==> config.mk <==
export PLATFORM = sky130hd
export DESIGN_NAME = div_share_sequencer
export DESIGN_NICKNAME = d
export VERILOG_FILES = /design/src/rtl/div_share_sequencer.sv
export SDC_FILE = /design/constraint.sdc
export NUM_CORES = 1
export LEC_CHECK = 0
export BUFFER_PORTS_ARGS = -buffer_cell sky130_fd_sc_hd__buf_4
export CAP_MARGIN = 5
export CORE_MARGIN = 5
export CORE_UTILIZATION = 41
export DETAILED_ROUTE_END_ITERATION = 10
export PLACE_DENSITY = 0.65
export SLEW_MARGIN = 25
export SYNTH_ARGS = -nofsm -noshare
export SYNTH_HDL_FRONTEND = slang
export SYNTH_SLANG_ARGS = --single-unit
==> constraint.sdc <==
create_clock -name clk -period 2.2 [get_ports clk]
set_input_delay 0.66 -clock clk [delete_from_list [all_inputs] [get_ports clk]]
set_output_delay 0.66 -clock clk [all_outputs]
set_load 0.01 [all_outputs]
==> src/rtl/div_share_sequencer.sv <==
// rtl/div_share_sequencer.sv - round-robin shared iterative restoring divider
//
// Purpose:
//   Two requesters share one restoring divider that resolves one quotient
//   bit per cycle with a single subtract/restore row. Requests are
//   arbitrated round-robin; each result comes back on one valid/ready
//   channel tagged with the id of the requester that issued it.
//
// Ports:
//   clk, rst_n                      clock, synchronous active-low reset
//   req0_valid/ready/dividend/divisor   requester 0 operation channel
//   req1_valid/ready/dividend/divisor   requester 1 operation channel
//   out_valid/ready                 result handshake
//   out_quotient, out_remainder     Q and R (Q = all ones, R = A on B == 0)
//   out_id                          requester that issued the result
//   out_div0                        divisor was zero
//   busy                            an operation is in flight or waiting
//
// Requires WIDTH >= 2.

module div_share_sequencer #(
  parameter int WIDTH = 4
) (
  input  logic             clk,
  input  logic             rst_n,
  input  logic             req0_valid,
  output logic             req0_ready,
  input  logic [WIDTH-1:0] req0_dividend,
  input  logic [WIDTH-1:0] req0_divisor,
  input  logic             req1_valid,
  output logic             req1_ready,
  input  logic [WIDTH-1:0] req1_dividend,
  input  logic [WIDTH-1:0] req1_divisor,
  output logic             out_valid,
  input  logic             out_ready,
  output logic [WIDTH-1:0] out_quotient,
  output logic [WIDTH-1:0] out_remainder,
  output logic             out_id,
  output logic             out_div0,
  output logic             busy
);

  localparam int CW = (WIDTH > 1) ? $clog2(WIDTH) : 1;

  typedef enum logic [1:0] {
    IDLE = 2'd0,
    RUN  = 2'd1,
    DONE = 2'd2
  } state_t;

  state_t           state;
  state_t           state_nxt;

  logic             last_grant;
  logic             id_r;
  logic             div0_r;
  logic [WIDTH-1:0] a_r;
  logic [WIDTH-1:0] b_r;
  logic [WIDTH-1:0] p_r;
  logic [WIDTH-1:0] q_r;
  logic [CW-1:0]    cnt;

  logic             grant_any;
  logic             grant_id;
  logic             accept;
  logic [WIDTH-1:0] sel_a;
  logic [WIDTH-1:0] sel_b;

  logic             a_bit;
  logic [WIDTH:0]   diff;
  logic [WIDTH-1:0] restore;

  // Arbitration: a lone requester wins outright; on a tie the requester
  // that did not win last time goes first.
  always_comb begin
    grant_any = req0_valid | req1_valid;
    grant_id  = 1'b0;
    if (req0_valid && req1_valid) begin
      grant_id = ~last_grant;
    end else if (req1_valid) begin
      grant_id = 1'b1;
    end
  end

  // Readys are suppressed while reset is asserted so nothing is accepted
  // on the same edge that clears the block.
  assign accept = rst_n && (state == IDLE) && grant_any;
  assign sel_a  = grant_id ? req1_dividend : req0_dividend;
  assign sel_b  = grant_id ? req1_divisor  : req0_divisor;

  // One restoring row: shift the next dividend bit into the partial
  // remainder and try to subtract B. A borrow means keep the shifted value.
  // The restored value always fits WIDTH bits because it is below B.
  assign a_bit   = a_r[cnt];
  assign diff    = {p_r, a_bit} - {1'b0, b_r};
  assign restore = {p_r[WIDTH-2:0], a_bit};

  always_ff @(posedge clk) begin
    if (!rst_n) begin
      state <= IDLE;
    end else begin
      state <= state_nxt;
    end
  end

  always_comb begin
    state_nxt  = state;
    req0_ready = 1'b0;
    req1_ready = 1'b0;
    out_valid  = 1'b0;
    busy       = 1'b0;
    case (state)
      IDLE: begin
        req0_ready = accept && !grant_id;
        req1_ready = accept &&  grant_id;
        if (accept) begin
          state_nxt = (sel_b == '0) ? DONE : RUN;
        end
      end
      RUN: begin
        busy = 1'b1;
        if (cnt == '0) begin
          state_nxt = DONE;
        end
      end
      DONE: begin
        busy      = 1'b1;
        out_valid = 1'b1;
        if (out_ready) begin
          state_nxt = IDLE;
        end
      end
      default: begin
        state_nxt = IDLE;
      end
    endcase
  end

  always_ff @(posedge clk) begin
    if (!rst_n) begin
      last_grant <= 1'b1;
      id_r       <= 1'b0;
      div0_r     <= 1'b0;
      a_r        <= '0;
      b_r        <= '0;
      p_r        <= '0;
      q_r        <= '0;
      cnt        <= '0;
    end else begin
      case (state)
        IDLE: begin
          if (accept) begin
            a_r        <= sel_a;
            b_r        <= sel_b;
            id_r       <= grant_id;
            last_grant <= grant_id;
            cnt        <= CW'(WIDTH - 1);
            if (sel_b == '0) begin
              // Same answer the array divider gives for a zero divisor.
              q_r    <= '1;
              p_r    <= sel_a;
              div0_r <= 1'b1;
            end else begin
              q_r    <= '0;
              p_r    <= '0;
              div0_r <= 1'b0;
            end
          end
        end
        RUN: begin
          q_r[cnt] <= ~diff[WIDTH];
          p_r      <= diff[WIDTH] ? restore : diff[WIDTH-1:0];
          cnt      <= cnt - 1'b1;
        end
        default: begin
        end
      endcase
    end
  end

  assign out_quotient  = q_r;
  assign out_remainder = p_r;
  assign out_id        = id_r;
  assign out_div0      = div0_r;

endmodule

After elaboration in Yosys (flattened, before gate mapping) --
Cells that the tools add are included.
Storage, ports and cells: bits in registers 23, output and inout bits 14, word-level logic and storage cells 64
Operators by class: add/sub/neg operators 2, order comparisons 2, equality and inequality tests 5, muxes and demuxes 28, bitwise gates (word level) 3, reduce and logical (&&, ||, !) cells 15
Operator list (count):
- $mux W4 | 7
- $pmux W4 S2 | 2
- $mux W2 | 5
- $mux W1 | 9
- $logic_and A1 B1 Y1 | 6
- $ne A2 B2 Y1 const B | 3
- $pmux W2 S3 | 1
- $sub A5 B4 Y5 | 1
- $bwmux W4 | 1
- $logic_not A2 Y1 | 2
- $logic_not A4 Y1 | 1
- $pmux W2 S2 | 1
- $reduce_and A2 Y1 | 2
- $lt A2 B3 Y1 const B | 1
- $reduce_and A3 Y1 | 1
- $bmux W1 S2 | 1
- $demux W1 S2 | 1
- $eq A2 B1 Y1 const B | 1
- $eq A2 B2 Y1 const B | 1
- $ge A2 B1 Y1 const B | 1
- $not A1 Y1 | 2
- $reduce_bool A2 Y1 | 1
- $reduce_or A2 Y1 | 1
- $sub A2 B1 Y2 const B | 1
- other kinds (2) | 2

Logic depth before layout (Yosys ltp) --
Gate-level depths: netlist of run 1.
depth in word-level cells 7, mapped depth 11, depth with buffers taken out 11

Worst setup path before layout of run 1 --
Ideal clock, no wire load.
path kind reg2reg, from reg cnt[0], to reg p_r[2], in the netlist out_remainder[2], setup time 0.118 ns, data arrival time 2.257 ns, required time 2.082 ns, setup slack -0.175 ns, cell stages (with the launch flop) 11, buffers on the path 0, period minus slack after synthesis 2.375 ns, cells stage by stage dfxtp_1 mux2_1 o21ai_1 ha_1 fa_1 nand2b_1 a21oi_4 xor2_2 mux2_1 nand2_1 a21boi_1
Between the ends: word-level cells in the longest chain between the ends 5
RTL lines:
- start: declaration | line 61 | logic [CW-1:0] cnt;
- start signal: assignment | line 157 | cnt <= CW'(WIDTH - 1);
- start signal: assignment | line 173 | cnt <= cnt - 1'b1;
- $bmux W1 S2 | line 94 | assign a_bit = a_r[cnt];
- $mux W1 (not written as such) | line 94
- $sub A5 B4 Y5 | line 95 | assign diff = {p_r, a_bit} - {1'b0, b_r};
- $mux W4 | line 172 | p_r <= diff[WIDTH] ? restore : diff[WIDTH-1:0];
- $pmux W4 S2 | line 150 | case (state)
- end signal: assignment | line 161 | p_r <= sel_a;
- end signal: assignment | line 172
- end: declaration | line 59 | logic [WIDTH-1:0] p_r;
Every way passes these cells. The select of a mux whose other input is x is not followed. A chain may end at the register's enable or synchronous reset.

Final worst setup path of run 1 --
from reg cnt[0], to reg p_r[3], in the netlist out_remainder[3]
The elaborated chain is that of the path after synthesis.

==> results.txt, run 1 <==
- Total gr overflow: 0
* CTS Buf Count: 3
- Setup violations remaining at the end of the flow were counted as 7.
- Kind of launch point of the worst setup path: flip-flop
* Count of nets after finishing: 237
* Category of the most critical setup path: reg2reg
- Input and output buffers added on the ports amount to 34.
- Violated checks: negative setup slack
* Clock Path Buffers: 2
- Wire length of the first global-routing pass: 5678 um
- dfxtp_1 takes more of the synthesized area than any other cell.
- For this run, the register share of the synthesized area comes to 33.58%.
- Across the routed clock network, the largest skew measured is 0.01293 ns.
- From bottom edge to top edge, the die measures 67.84 um.
* Worst Path Arrival: 2.51 ns
- For this run, design rule violations remaining after detail routing come to 0.
* Unrepaired setup endpoints after global routing: true
- Violation count after the first detailed-route iteration: 31
- Detailed routing inserted a total of 1263 vias.
- For this design the total switching power over the nets is 0.0004914 W.
- The analysis attributes to cell leakage a power of 0.8359 nW.
* Cts hold-fix bufs: 0
- STA puts the critical path data required time at 2.43 ns.
- The final hold violation count came to 0.
- After detailed routing, the number of vias per cell comes to 5.072.
* Clk_lat worst skew: 0.33 ns
- Net switching share of the total power: 36.27%
- The min-delay analysis places its worst path in the category reg2reg.
- Clock tree synthesis found a total of 23 sinks.
* Synthesis Warnings: 0
- Cells with a size suffix above 1 make up 33.99% of the layout.
- In this run the standard cell core region covers 0.003284 mm2.
- Fillers: 302
- Peak fanout along the critical path: 3
- Counting instances, the worst hold path has a depth of 2.
* Register-to-Register Path Depth: 10
- Of all flip-flops after synthesis, the portion carrying an async set or reset was 0%.
- By area, the combinational part of the netlist is dominated by compound AO/OA/AOI/OAI gates.
- In this run the core area contains 21 standard-cell rows.
- Internal cell power: 0.0008633 W
- Antenna Nets Post-Route: 0
- The share of total power dissipated in sequential elements is 37.6%.
* Share of the synthesized area in compound gates (AO/OA/AOI/OAI): 21.90%
* Most numerous cell types in the synthesized netlist: dfxtp_1, o21ai_1, nand2_1, mux2i_1
* Layout Area Growth over Synthesis: 34.31%
- Least-Margin Pin Slew: 0.4772 ns
* Via count of the first global-routing pass: 1280
- Non-Filler Cell Area, Final: 0.001842 mm2
- Outcome: finished, violations left
* Starting Density: 41.75%
- In this run the biggest area consumer among cell types represents 33.58% of the synthesized area.
* Pin count of the biggest net entering global routing: 15
- Combinational power share: 47.2%
- Post-route setup slack: -0.08011 ns
- Final slew viol count: 0
- After layout, the minimum clock period comes to 2.280 ns.
- Crit share post-route: 103.6%
* HPWL Detailed: 2730 um
- Synthesis produced a netlist with a net count of 190.
- By instance count, the leading cell after synthesis is dfxtp_1.
* Wire length per cell: 13.68 um
- The worst setup path is captured at a flip-flop.
- Multiplexer share of the synthesized area: 11.86%
- The finished layout holds 249 standard cells, fillers aside.
- The number of different library cells used by synthesis comes to 36.
* Area after DPL: 0.001780 mm2
- After Yosys synthesis, XOR and XNOR cells account for 3.102% of the synthesized area.
- Die area: 0.004602 mm2
- Number of max-cap violations: 0
- Global placement routability congestion: 0.8366
- Die span in x: 67.84 um
- Antenna violations before repair: 0
- Pin placement for this block handled 35 I/O pins.
* Total inserted antenna cells: 0
- CTS tree: built
- For this block, the routed nets add up to 3406 um of wire.
* Power Density: 735.6 mW/mm2
- Across the VDD grid, the largest voltage drop is 270.7 uV.
* Most instantiated flip-flop cell in the synthesis netlist: dfxtp_1
- Clock slew at the register clock pins of the worst setup and hold paths: 0.14 ns
* Synthesis-stage register bit count: 23
* # H-tree levels: 1
* Remaining max-slew budget at the tightest pin: 67.98%
- Synthesized area per cell: 8.734 um2
- Per report_power, the clock group accounts for 15.2% of the total.
- Of the total synthesized cell area, the portion taken by full adders, half adders and majority gates is 11.50%.
* Total standard cell area after synthesis: 0.001371 mm2
- Across every metal layer, demand over resource in global routing totals 16.41%.
* Synth Area in Simple Gates: 13.23%
- Static timing analysis puts the maximum clock frequency at 438.6 MHz.
- In this run, placement finished with an instance count of 244.
- The first detailed-routing pass took 4 iterations.
- Root cell of the clock tree: clkbuf_4
- EDFF count, synth: 0
- Sorting the synthesized cells by area gives the leading types as dfxtp_1, mux2i_1, ha_1.
- Cells after Synth: 157
## logic make-up after synthesis
group | count (synthesis)
muxes | 16
AOI/OAI and AO/OA | 47
adders and majority gates | 12
buffers and inverters | 17
and+or+nand+nor | 38
DFF | 23
xor gates and xnor gates | 4
## metrics by stage
stage          hold slack, ns  setup TNS [ns]  utilization [%]  total power, W  setup WS [ns]
6_report               0.4578         -0.1968            56.08        0.001355       -0.08011
5_1_grt                0.4822          -1.148            56.08        0.001452        -0.2081
4_1_cts                0.4615         -0.1263            55.12        0.001340       -0.07465
3_5_place_dp           0.4427         -0.1403            54.21        0.001125       -0.09597
3_3_place_gp           0.4385        -0.01985            54.21        0.001105       -0.01985
2_1_floorplan          0.4284        -0.08540                -       0.0009115       -0.05551
## registers in the layout, indices dropped and copies added, names as in the netlist
signal         cells
state              2
b_r                4
out_remainder      4
out_id             1
out_div0           1
a_r                4
last_grant         1
out_quotient       4
cnt                2
## power by group through the flow
stage	Clock, W	Combinational [W]	Sequential [W]
2_1_floorplan	0	0.000387	0.000525
6_report	0.000206	0.000640	0.000509
5_1_grt	0.000229	0.000706	0.000516
4_1_cts	0.000220	0.000610	0.000509
3_3_place_gp	0	0.000589	0.000515
3_5_place_dp	0	0.000607	0.000519
## repair_timing
item                       4_1_cts  5_1_grt
resized for setup                0        5
pin swaps                        3        4
setup endpoints to repair        4       10
setup buffers                    0        1
## critical path, stage by stage (launching register included)
cell and delay, ns:
dfxtp_4 0.38, mux2_4 0.19, o21ai_2 0.05, ha_2 0.18, fa_2 0.34, nand2b_4 0.15, a21oi_4 0.18, xor2_2 0.23
mux2i_1 0.22, o221ai_1 0.12, o211a_1 0.12
## layout by cell type, fill, tap and decap left out, types with 2 or more instances in the layout
cell type	Yosys	layout
ha_1	11	10
mux2i_1	14	14
mux2_4	0	2
a21o_1	2	2
nand2_1	16	15
nor4_1	2	2
dfxtp_1	23	22
o211a_1	2	2
nor2b_1	4	3
o21ai_0	4	4
o21ai_2	1	2
nand2b_1	3	2
buf_4	0	47
nor2_1	8	7
o21ai_1	18	17
nor3_1	2	2
a21oi_1	9	9
o21a_1	2	2
inv_1	11	11
a21boi_1	2	2
clkbuf_4	0	3
## layer usage
metal  GRT usage, %  share of wire, %
met2          30.26                51
met1          19.05                42
met4          6.700               1.8
met3          1.970               4.6
met5              0                 0
## worst paths after layout
kind | start | slack (ns) | end
setup / recovery | cnt[0] | -0.08 | out_remainder[3]
setup reg to reg | cnt[0] | -0.08 | out_remainder[3]
hold / removal | a_r[0] | 0.46 | a_r[0]
hold reg to reg | a_r[0] | 0.46 | a_r[0]
## final cells by class
type                       instances  area (um2)  share of cell area, %
clock inverter                     1       7.507                 0.4076
sequential                        23       464.2                  25.20
tap                               46       57.56                  3.125
multi-input combinational        117       892.1                  48.44
clock buffer                       3       22.52                  1.223
inverter                          12       45.04                  2.446
timing repair buffer              47       352.8                  19.16
Note: power is estimated with default switching activity, not from simulation.
==> run 2, diff against run 1 <==
--- a/config.mk
+++ b/config.mk
@@ -11,6 +11,7 @@
 export CORE_UTILIZATION = 41
 export DETAILED_ROUTE_END_ITERATION = 10
 export PLACE_DENSITY = 0.65
+export SETUP_SLACK_MARGIN = 0.02
 export SLEW_MARGIN = 25
 export SYNTH_ARGS = -nofsm -noshare
 export SYNTH_HDL_FRONTEND = slang
==> run 2 against run 1 <==
The run still ends with negative setup slack left; total power about the same; combinational power about the same; non-clock buffer count unchanged; register-to-register slack about the same; hold slack unchanged; sequential share of layout area unchanged; via count unchanged; final cell count unchanged; largest power group unchanged; flip-flop and latch count unchanged; design area unchanged; clock skew unchanged.
==> results.txt, run 2 (same netlist as run 1, synthesis figures left out) <==
- Outcome: finished, violations left
- The final reports fail on negative setup slack.
* Unrepaired setup endpoints after global routing: true
* Leak: 0.8359 nW (unchanged)
- The worst slack on hold paths is 0.4578 ns (unchanged).
- Required time of the critical path: 2.43 ns (about the same)
- The area enclosed by the die boundary was 0.004602 mm2 (unchanged).
* Top library cells by usage in the layout, fill and taps aside: buf_4, dfxtp_1, o21ai_1, nand2_1, mux2i_1
* Post-layout total power: 0.001355 W (about the same)
* Area of the multi-input gates: 892.1 um2 (unchanged)
* Antenna Nets Post-Route: 0 (unchanged)
* Count of nets after finishing: 237 (unchanged)
- The fraction of final layout cells sized beyond drive strength 1 was 33.99% (unchanged).
* Power Density: 735.6 mW/mm2 (about the same)
- # H-tree levels: 1 (unchanged)
- In this run the worst setup path begins at cnt[0].
- Kind of launch point of the worst setup path: flip-flop
* Total inserted antenna cells: 0 (unchanged)
* Crit share post-route: 103.6% (about the same)
- The sequential share of power is 37.6% (about the same).
- The wire length of the first global-routing pass came to 5678 um (unchanged).
- The largest fanout on the critical path came to 3 (unchanged).
- Placed cell count: 244 (unchanged)
- The arrival time reported for the critical path endpoint was 2.51 ns (about the same).
- Final worst path period need: 2.280 ns (+0.000002000 ns)
* CTS Buf Count: 3 (unchanged)
- Hold Crit Class: reg2reg
* Worst Min Path Start: a_r[0]
- Quantity of I/O buffers inserted on ports: 34 (unchanged)
* Vert. Die Dim: 67.84 um (unchanged)
- The final core area utilization came to 56.08% (unchanged).
- Remaining max-slew budget at the tightest pin: 67.93% (about the same)
- Clock tree synthesis selected as its root buffer the cell clkbuf_4.
- The number of buffers added to fix hold violations after cts came to 0 (unchanged).
- The total net switching power is 0.0004915 W (about the same).
- The count of routing violations after the opening detailed-route iteration is 28 (-9.7%).
* Wire length per cell: 13.68 um (about the same)
* Register-to-Register Path Depth: 10 (unchanged)
* Pin count of the biggest net entering global routing: 15 (unchanged)
* Achievable Freq: 438.6 MHz (about the same)
- The relative contribution of combinational cells to total power was 47.2% (about the same).
- Net switching share of the total power: 36.28% (about the same)
* R2r startpoint: cnt[0]
- The maximum vdd ir drop was 270.7 uV (about the same).
* Clock Path Buffers: 2 (unchanged)
* Layout Area Growth over Synthesis: 34.31% (unchanged)
- TritonCTS built the clock tree.
* Total gr overflow: 0 (unchanged)
- Non-Filler Instances: 249 (unchanged)
- Number of cell rows: 21 (unchanged)
* Final setup violating endpoints: 7 (unchanged)
- Least-Margin Pin Slew: 0.4778 ns (+0.0006336 ns)
- Via count of the first global-routing pass: 1280 (unchanged)
* Antenna violations before repair: 0 (unchanged)
- The aggregate global-route resource usage is 16.41% (unchanged).
- Internal cell power: 0.0008633 W (about the same)
* Number of DRC violations after detailed routing: 0 (unchanged)
* Top Ports: 35 (unchanged)
- Global placement routability congestion: 0.8366 (unchanged)
- Core outline area: 0.003284 mm2 (unchanged)
* Starting Density: 41.75% (unchanged)
- Number of max-cap violations: 0 (unchanged)
* WL final: 3407 um (about the same)
- HPWL Detailed: 2730 um (unchanged)
- The final worst-path setup slack came to -0.08011 ns (-0.000002000 ns).
- The via count normalized by instance count is 5.072 (unchanged).
* First-pass DRT Iterations: 4 (unchanged)
* Worst clock skew: 0.01293 ns (unchanged)
- Fillers: 302 (unchanged)
- Sequential cell area in the final layout: 464.2 um2 (unchanged)
* Final slew viol count: 0 (unchanged)
- The chip width is 67.84 um (unchanged).
- The clock edge transition at the registers on the reported setup and hold paths was 0.14 ns (about the same).
- Clk_lat worst skew: 0.33 ns (about the same)
- Part of the total power dissipated in the clock network: 15.2% (about the same)
- The worst setup path is captured at a flip-flop.
- The number of instances on the worst hold path was 2 (unchanged).
* Vias: 1263 (unchanged)
- The number of clock sinks came to 23 (unchanged).
- Most common cell after layout, fill and taps aside: buf_4
* Hold violation total from the final report: 0 (unchanged)
- By startpoint and endpoint, the worst setup path is classified as reg2reg.
run 2: layout make-up:
cell class / count / share of cell area, %
repair buffers: 47 / 19.16
clock inverters: 1 / 0.4076
multi-input cells: 117 / 48.44
clock buffers: 3 / 1.223
flip-flops and latches: 23 / 25.20
well taps: 46 / 3.125
inverters: 12 / 2.446
run 2: final timing paths:
path | to | slack (ns)
max | out_remainder[3] | -0.08
min | a_r[0] | 0.46
max reg2reg | out_remainder[3] | -0.08
min reg2reg | a_r[0] | 0.46
run 2: per-stage QoR:
step / area (um2) / TNS [ns] / worst slack [ns]
6_report: 1842 / -0.1968 / -0.08011
5_1_grt: 1842 / -1.148 / -0.2081
4_1_cts: 1813 / -0.1274 / -0.07465
3_5_place_dp: 1780 / -0.1403 / -0.09597
3_3_place_gp: 1780 / -0.01985 / -0.01985
2_1_floorplan: 1399 / -0.08540 / -0.05551
run 2: power groups by stage:
stage          Combinational [W]  Sequential, W  Clock, W
2_1_floorplan           0.000387       0.000525         0
3_3_place_gp            0.000589       0.000515         0
3_5_place_dp            0.000607       0.000519         0
4_1_cts                 0.000616       0.000509  0.000220
5_1_grt                 0.000706       0.000516  0.000229
6_report                0.000640       0.000509  0.000206
run 2: worst max-delay path, cell delays in order (launching register included):
cell and delay, ns:
dfxtp_4 0.38, mux2_4 0.19, o21ai_2 0.05, ha_2 0.18, fa_2 0.34, nand2b_4 0.15
a21oi_4 0.18, xor2_2 0.23, mux2i_1 0.22, o221ai_1 0.12, o211a_1 0.12
run 2: timing repair:
item | in CTS | in global routing
gates resized for setup | 1 | 4
setup endpoints to repair | 5 | 10
pin swaps | 5 | 2
gates cloned | 0 | 0
buffers inserted | 0 | 1
run 2: layer usage:
layer | GRT usage, % | part of all wire [%] | vias to the layer above
li1 | - | - | 629
met2 | 30.26 | 51 | 35
met4 | 6.700 | 1.8 | 0
met3 | 1.970 | 4.6 | 5
met5 | 0 | 0 | -
met1 | 19.05 | 42 | 594
